===== src/rtl/pending_event_encoder_pkg.sv =====
// Shared types and width helpers for the pending event encoder.
package pending_event_encoder_pkg;

  typedef enum logic {IDLE, OFFER} pee_state_t;

  // Index width for n lines, never smaller than one bit.
  function automatic int unsigned idx_width(input int unsigned n);
    return (n > 1) ? $clog2(n) : 1;
  endfunction

endpackage


===== src/rtl/pending_event_encoder_rr_find_first.sv =====
// Combinational search: first set bit of vec at or above start, wrapping around.
module rr_find_first
  import pending_event_encoder_pkg::*;
#(
  parameter int unsigned EncodeWidth = 4,
  parameter int unsigned DecodeWidth = 2 ** EncodeWidth
) (
  input  logic [DecodeWidth-1:0] vec,
  input  logic [EncodeWidth-1:0] start,
  output logic [EncodeWidth-1:0] idx,
  output logic                   found
);

  localparam int unsigned PosW = idx_width(DecodeWidth);

  logic [PosW-1:0] pos;
  logic [PosW-1:0] j;

  always_comb begin
    found = 1'b0;
    pos   = '0;
    j     = '0;
    for (int i = 0; i < DecodeWidth; i++) begin
      j = PosW'((int'(start) + i) % DecodeWidth);
      if (!found && vec[j]) begin
        found = 1'b1;
        pos   = j;
      end
    end
  end

  assign idx = EncodeWidth'(pos);

endmodule


===== src/rtl/pending_event_encoder.sv =====
// Collects event pulses into sticky pending bits and offers them one index at a time
// over a valid/ready handshake, lowest-first or round-robin.
module pending_event_encoder
  import pending_event_encoder_pkg::*;
#(
  parameter int unsigned EncodeWidth = 4,
  parameter int unsigned DecodeWidth = 2 ** EncodeWidth,
  parameter bit          RoundRobin  = 1'b0
) (
  input  logic                   CLK,
  input  logic                   RST,
  input  logic [DecodeWidth-1:0] REQ,
  input  logic                   CLR_ALL,
  output logic [EncodeWidth-1:0] OUT_IDX,
  output logic                   OUT_VALID,
  input  logic                   OUT_READY,
  output logic [DecodeWidth-1:0] PENDING,
  output logic                   OVERRUN
);

  pee_state_t             state_q, state_d;
  logic [DecodeWidth-1:0] pending_q, pending_d;
  logic [EncodeWidth-1:0] idx_q, idx_d;
  logic [EncodeWidth-1:0] ptr_q, ptr_d;
  logic                   overrun_q, overrun_d;

  logic                   handshake;
  logic [DecodeWidth-1:0] served;
  logic [DecodeWidth-1:0] cand;
  logic [EncodeWidth-1:0] last;
  logic [EncodeWidth-1:0] start;
  logic [EncodeWidth-1:0] next_idx;
  logic                   found;

  assign handshake = (state_q == OFFER) && OUT_READY;

  always_comb begin
    served = '0;
    for (int i = 0; i < DecodeWidth; i++) begin
      served[i] = handshake && (idx_q == EncodeWidth'(i));
    end
  end

  assign cand = pending_q & ~served;

  // A grant in this cycle counts as the last grant, so the search already starts above it.
  assign last  = handshake ? idx_q : ptr_q;
  assign start = !RoundRobin ? '0 :
                 (last == EncodeWidth'(DecodeWidth - 1)) ? '0 : last + 1'b1;

  rr_find_first #(
    .EncodeWidth(EncodeWidth),
    .DecodeWidth(DecodeWidth)
  ) u_find (
    .vec  (cand),
    .start(start),
    .idx  (next_idx),
    .found(found)
  );

  always_ff @(posedge CLK or posedge RST) begin
    if (RST) begin
      state_q   <= IDLE;
      pending_q <= '0;
      idx_q     <= '0;
      ptr_q     <= EncodeWidth'(DecodeWidth - 1);
      overrun_q <= 1'b0;
    end else begin
      state_q   <= state_d;
      pending_q <= pending_d;
      idx_q     <= idx_d;
      ptr_q     <= ptr_d;
      overrun_q <= overrun_d;
    end
  end

  always_comb begin
    state_d   = state_q;
    idx_d     = idx_q;
    ptr_d     = handshake ? idx_q : ptr_q;
    pending_d = cand | REQ;
    overrun_d = |(REQ & cand);
    unique case (state_q)
      IDLE: begin
        if (found) begin
          idx_d   = next_idx;
          state_d = OFFER;
        end
      end
      OFFER: begin
        if (OUT_READY) begin
          if (found) idx_d = next_idx;
          else       state_d = IDLE;
        end
      end
    endcase
    // Flush wins over everything except the pointer, which still tracks a completed grant.
    if (CLR_ALL) begin
      state_d   = IDLE;
      idx_d     = idx_q;
      pending_d = '0;
      overrun_d = 1'b0;
    end
  end

  always_comb begin
    OUT_VALID = (state_q == OFFER);
    OUT_IDX   = idx_q;
    PENDING   = pending_q;
    OVERRUN   = overrun_q;
  end

endmodule

===== config.mk =====
export PLATFORM = sky130hd
export DESIGN_NAME = pending_event_encoder
export DESIGN_NICKNAME = d
export VERILOG_FILES = /design/src/rtl/pending_event_encoder_pkg.sv /design/src/rtl/pending_event_encoder_rr_find_first.sv /design/src/rtl/pending_event_encoder.sv
export SDC_FILE = /design/constraint.sdc
export NUM_CORES = 1
export LEC_CHECK = 0
export CAP_MARGIN = 15
export CORE_MARGIN = 2
export CORE_UTILIZATION = 40
export CTS_CLUSTER_SIZE = 14
export DETAILED_ROUTE_END_ITERATION = 10
export MAX_ROUTING_LAYER = met4
export PLACE_DENSITY = 0.7
export SLEW_MARGIN = 20
export SYNTH_ARGS = -nofsm -noshare
export SYNTH_HDL_FRONTEND = slang
export SYNTH_SLANG_ARGS = --single-unit

===== constraint.sdc =====
create_clock -name CLK -period 2.4 [get_ports CLK]
set_clock_uncertainty 0.2 [all_clocks]
set_input_delay 0.6 -clock CLK [delete_from_list [all_inputs] [get_ports CLK]]
set_output_delay 0.6 -clock CLK [all_outputs]
set_load 0.05 [all_outputs]

==> results of run 1 <==
## power by group through the flow
stage / Sequential, mW / Clock [mW] / Combinational [mW]
floorplan: 0.570 / 0 / 0.262
global placement: 0.475 / 0 / 0.615
detailed placement: 0.475 / 0 / 0.619
CTS: 0.468 / 0.279 / 0.621
global route: 0.477 / 0.292 / 0.665
finish: 0.470 / 0.269 / 0.620
## metal layers
metal | global-route usage [%] | part of all wire, %
met5 | - | 0
met4 | 5.10 | 0.31
met3 | 2.53 | 4.6
met2 | 37.0 | 48
met1 | 30.2 | 47
## cells in the mapped netlist, types with 3 or more instances
| cell | number |
|---|---|
| a21oi_1 | 16 |
| a31oi_1 | 10 |
| a32oi_1 | 3 |
| dfrtp_1 | 22 |
| inv_1 | 14 |
| mux2i_1 | 4 |
| nand2_1 | 8 |
| nand2b_1 | 4 |
| nand4b_1 | 3 |
| nor2_1 | 22 |
| nor2b_1 | 5 |
| nor3_1 | 3 |
| nor4_1 | 3 |
| o21a_1 | 6 |
| o21ai_0 | 15 |
| o221ai_1 | 3 |
## cells by family after synthesis
group	synth area share, %
buf+inv	6.38
compound gates	31.0
mux	4.71
simple gates	22.8
flops	35.1
## flip-flops by register name, indices dropped and copies added, names as in the netlist
name	flops
OUT_IDX	4
OUT_VALID	1
OVERRUN	1
PENDING	16
## metrics by stage
stage	hold slack (ps)	instances	utilization, %
global route	431	311	62.8
CTS	416	311	62.8
detailed placement	388	307	61.2
floorplan	389	188	-
finish	418	311	62.8
global placement	375	307	61.2
## worst max-delay path by stage
stage	slack, ps	to
3_5_place_dp	-390	OUT_IDX[0]
2_1_floorplan	90	OUT_IDX[0]
6_report	80	PENDING[13]
3_3_place_gp	-370	OUT_IDX[0]
4_1_cts	70	PENDING[14]
5_1_grt	20	PENDING[14]
## layout make-up
type                            instances  area [um2]  share of cell area, %
Clock buffer                            4        55.1                   2.36
Tap cell                               48        60.1                   2.57
Multi-Input combinational cell        144         921                   39.5
Inverter                               15        56.3                   2.41
Sequential cell                        22         552                   23.6
Timing Repair Buffer                   78         689                   29.5
## cells in the final DEF (no fill, tap or decap), types with 3 or more instances in the layout
cell type and n:
clkdlybuf4s50_1 26, a31oi_1 10, inv_1 14, nand4b_1 3, dfrtp_1 21, o221ai_1 3, nor2b_1 5, a21oi_1 16
nor2_1 22, o21ai_0 15, nand2_1 8, nor3_1 3, nor4_1 3, buf_4 48, o21a_1 6, clkbuf_8 4
mux2i_1 4, buf_12 3, nand2b_1 4, a32oi_1 3
## repair_timing
action | in CTS | in global routing
endpoints found under the setup margin | 3 | 3
resized for setup | 2 | 1
hold endpoints to repair | 0 | 0
pin swaps | 1 | 0
==> results.py, run 1 <==
metrics = {
    "grt": {
        "grtUsageTotal_pct": 22.6,
        "antenna_found_initial": 0,
        "gr-total-overflow": 0,
        "grt_pass1_vias": 1652,
        "grt_max_degree": 23,
        "grt_pass1_wl_mm": 7.58,
    },
    "placement": {
        "dp_worst_setup_slack_ps": -391,
        "dp_hpwl_mm": 3.36,
        "placed_area_um2": 2270,
        "io_buffers": 41,
        "globalplace.congestion": 0.841,
    },
    "pwr": {
        "ir_worst_vdd_v": 0.000316,
        "seqPwrFrac_pct": 34.6,
        "intPower_uw": 833,
        "switching_share_pct": 38.7,
        "p_leak_nw": 1.01,
        "pwr-share-clk_pct": 19.8,
        "fin_total_pwr_mw": 1.36,
        "powerDensity_nw_per_um2": 582,
        "p_comb_share_pct": 45.6,
        "p_sw_uw": 525,
    },
    "floorplanning": {
        "start_util_pct": 42.2,
        "pin_count": 42,
        "die_h_um": 66.6,
        "die_area_um2": 4440,
        "core_um2": 3720,
        "fp-row-count": 22,
        "chipWidth_um": 66.6,
    },
    "logic_synthesis": {
        "synth_top_area_share_pct": 35.1,
        "async_reset_ff_share_pct": 100,
        "synth_edf_count": 0,
        "ys_types": 53,
        "synth_largest_area_cell": "dfrtp_1",
        "syn-cell-area_um2": 1570,
        "synthCells": 188,
        "syn_avg_cell_area_um2": 8.34,
        "yosysSeqAreaShare_pct": 35.1,
        "synth_area_leaders": "dfrtp_1 35%, nor2_1 5.3%, a21oi_1 5.1%, o21ai_0 4.8%, a31oi_1 4.0%",
        "ys_seq_elements": 22,
        "synth_top_flop_cell": "dfrtp_1",
        "synth_nets": 208,
        "ys_warn_count": 0,
    },
    "clocking": {
        "numCtsBuffers": 3,
        "cts_setup_buffers": 0,
        "cts_tree": "built",
        "cts.sinks": 22,
        "worstSkewPairLatency_ps": 260,
        "hold_buffers": 0,
        "htreeDepth": 1,
        "clk_pin_slew_ps": 80,
        "cts_buffer_depth": 2,
        "cts-root-buf": "clkbuf_8",
    },
    "min_path": {
        "hold_depth": 1,
        "min_path_type": "flop to flop",
        "hold_end": "OUT_IDX[0]",
        "hold_path_startpoint": "OUT_IDX[0]",
    },
    "timing": {
        "setup_viol": 0,
        "fin_crit_sh_pct": 96.6,
        "fin_ws_ps": 82.0,
        "hold_viol_final": 0,
        "finalMaxSlewViolations": 0,
        "fin_crit_ps": 2320,
        "max_freq_mhz": 431,
        "worstMarginPinSlew_ps": 501,
        "rsz0062_at_grt": "no",
        "relSlewSlack_pct": 66.5,
        "fin_setup_tns_ps": 0,
    },
    "detailed_routing": {
        "drt_first_pass_iters": 4,
        "wl_per_cell_um": 14.4,
        "routed_wl_mm": 4.49,
        "drt_iter0_drc": 101,
        "viasPerCell": 5.52,
        "vias": 1716,
        "drc": 0,
        "final_antenna_net_count": 0,
    },
    "worst_setup_path": {
        "cp-end-kind": "output pin",
        "cp_slowest_cell": "clkdlybuf4s50_1",
        "cp-start-kind": "flop",
        "rr_startpoint": "OUT_IDX[1]",
        "worstPathCellList": "clkdlybuf4s50_1",
        "cpLargestDelayFamily": "buffers and inverters",
        "cp_max_fo": 5,
        "worstReg2RegEnd": "OUT_IDX[1]",
        "critPathKind": "flop to output pin",
        "arrival_ps": 1520,
        "worstPathRequired_ps": 1600,
        "max_stage_delay_ps": 830,
        "r2r_slack_ps": 180,
        "r2r_cells": 7,
        "startpoint": "PENDING[13]",
        "critical_path_buf_inv_count": 1,
        "crit_cells": 1,
    },
    "job": {
        "drv_cap": 0,
    },
    "final_layout": {
        "drive_above_1_share_pct": 25.9,
        "fillers": 333,
        "area.growth.synth_to_final_pct": 48.8,
        "diodes": 0,
        "final_nets": 284,
        "final_area_um2": 2330,
    },
    "status": {
        "status": "finished, final reports clean",
    },
}
(Power assumes the default switching activity.)
==> run 2: changes to the inputs <==
Settings changed: ABC_AREA set to 0.
==> results of run 2 <==
No change in the layout: final DEF, timing and power equal those of run 1.
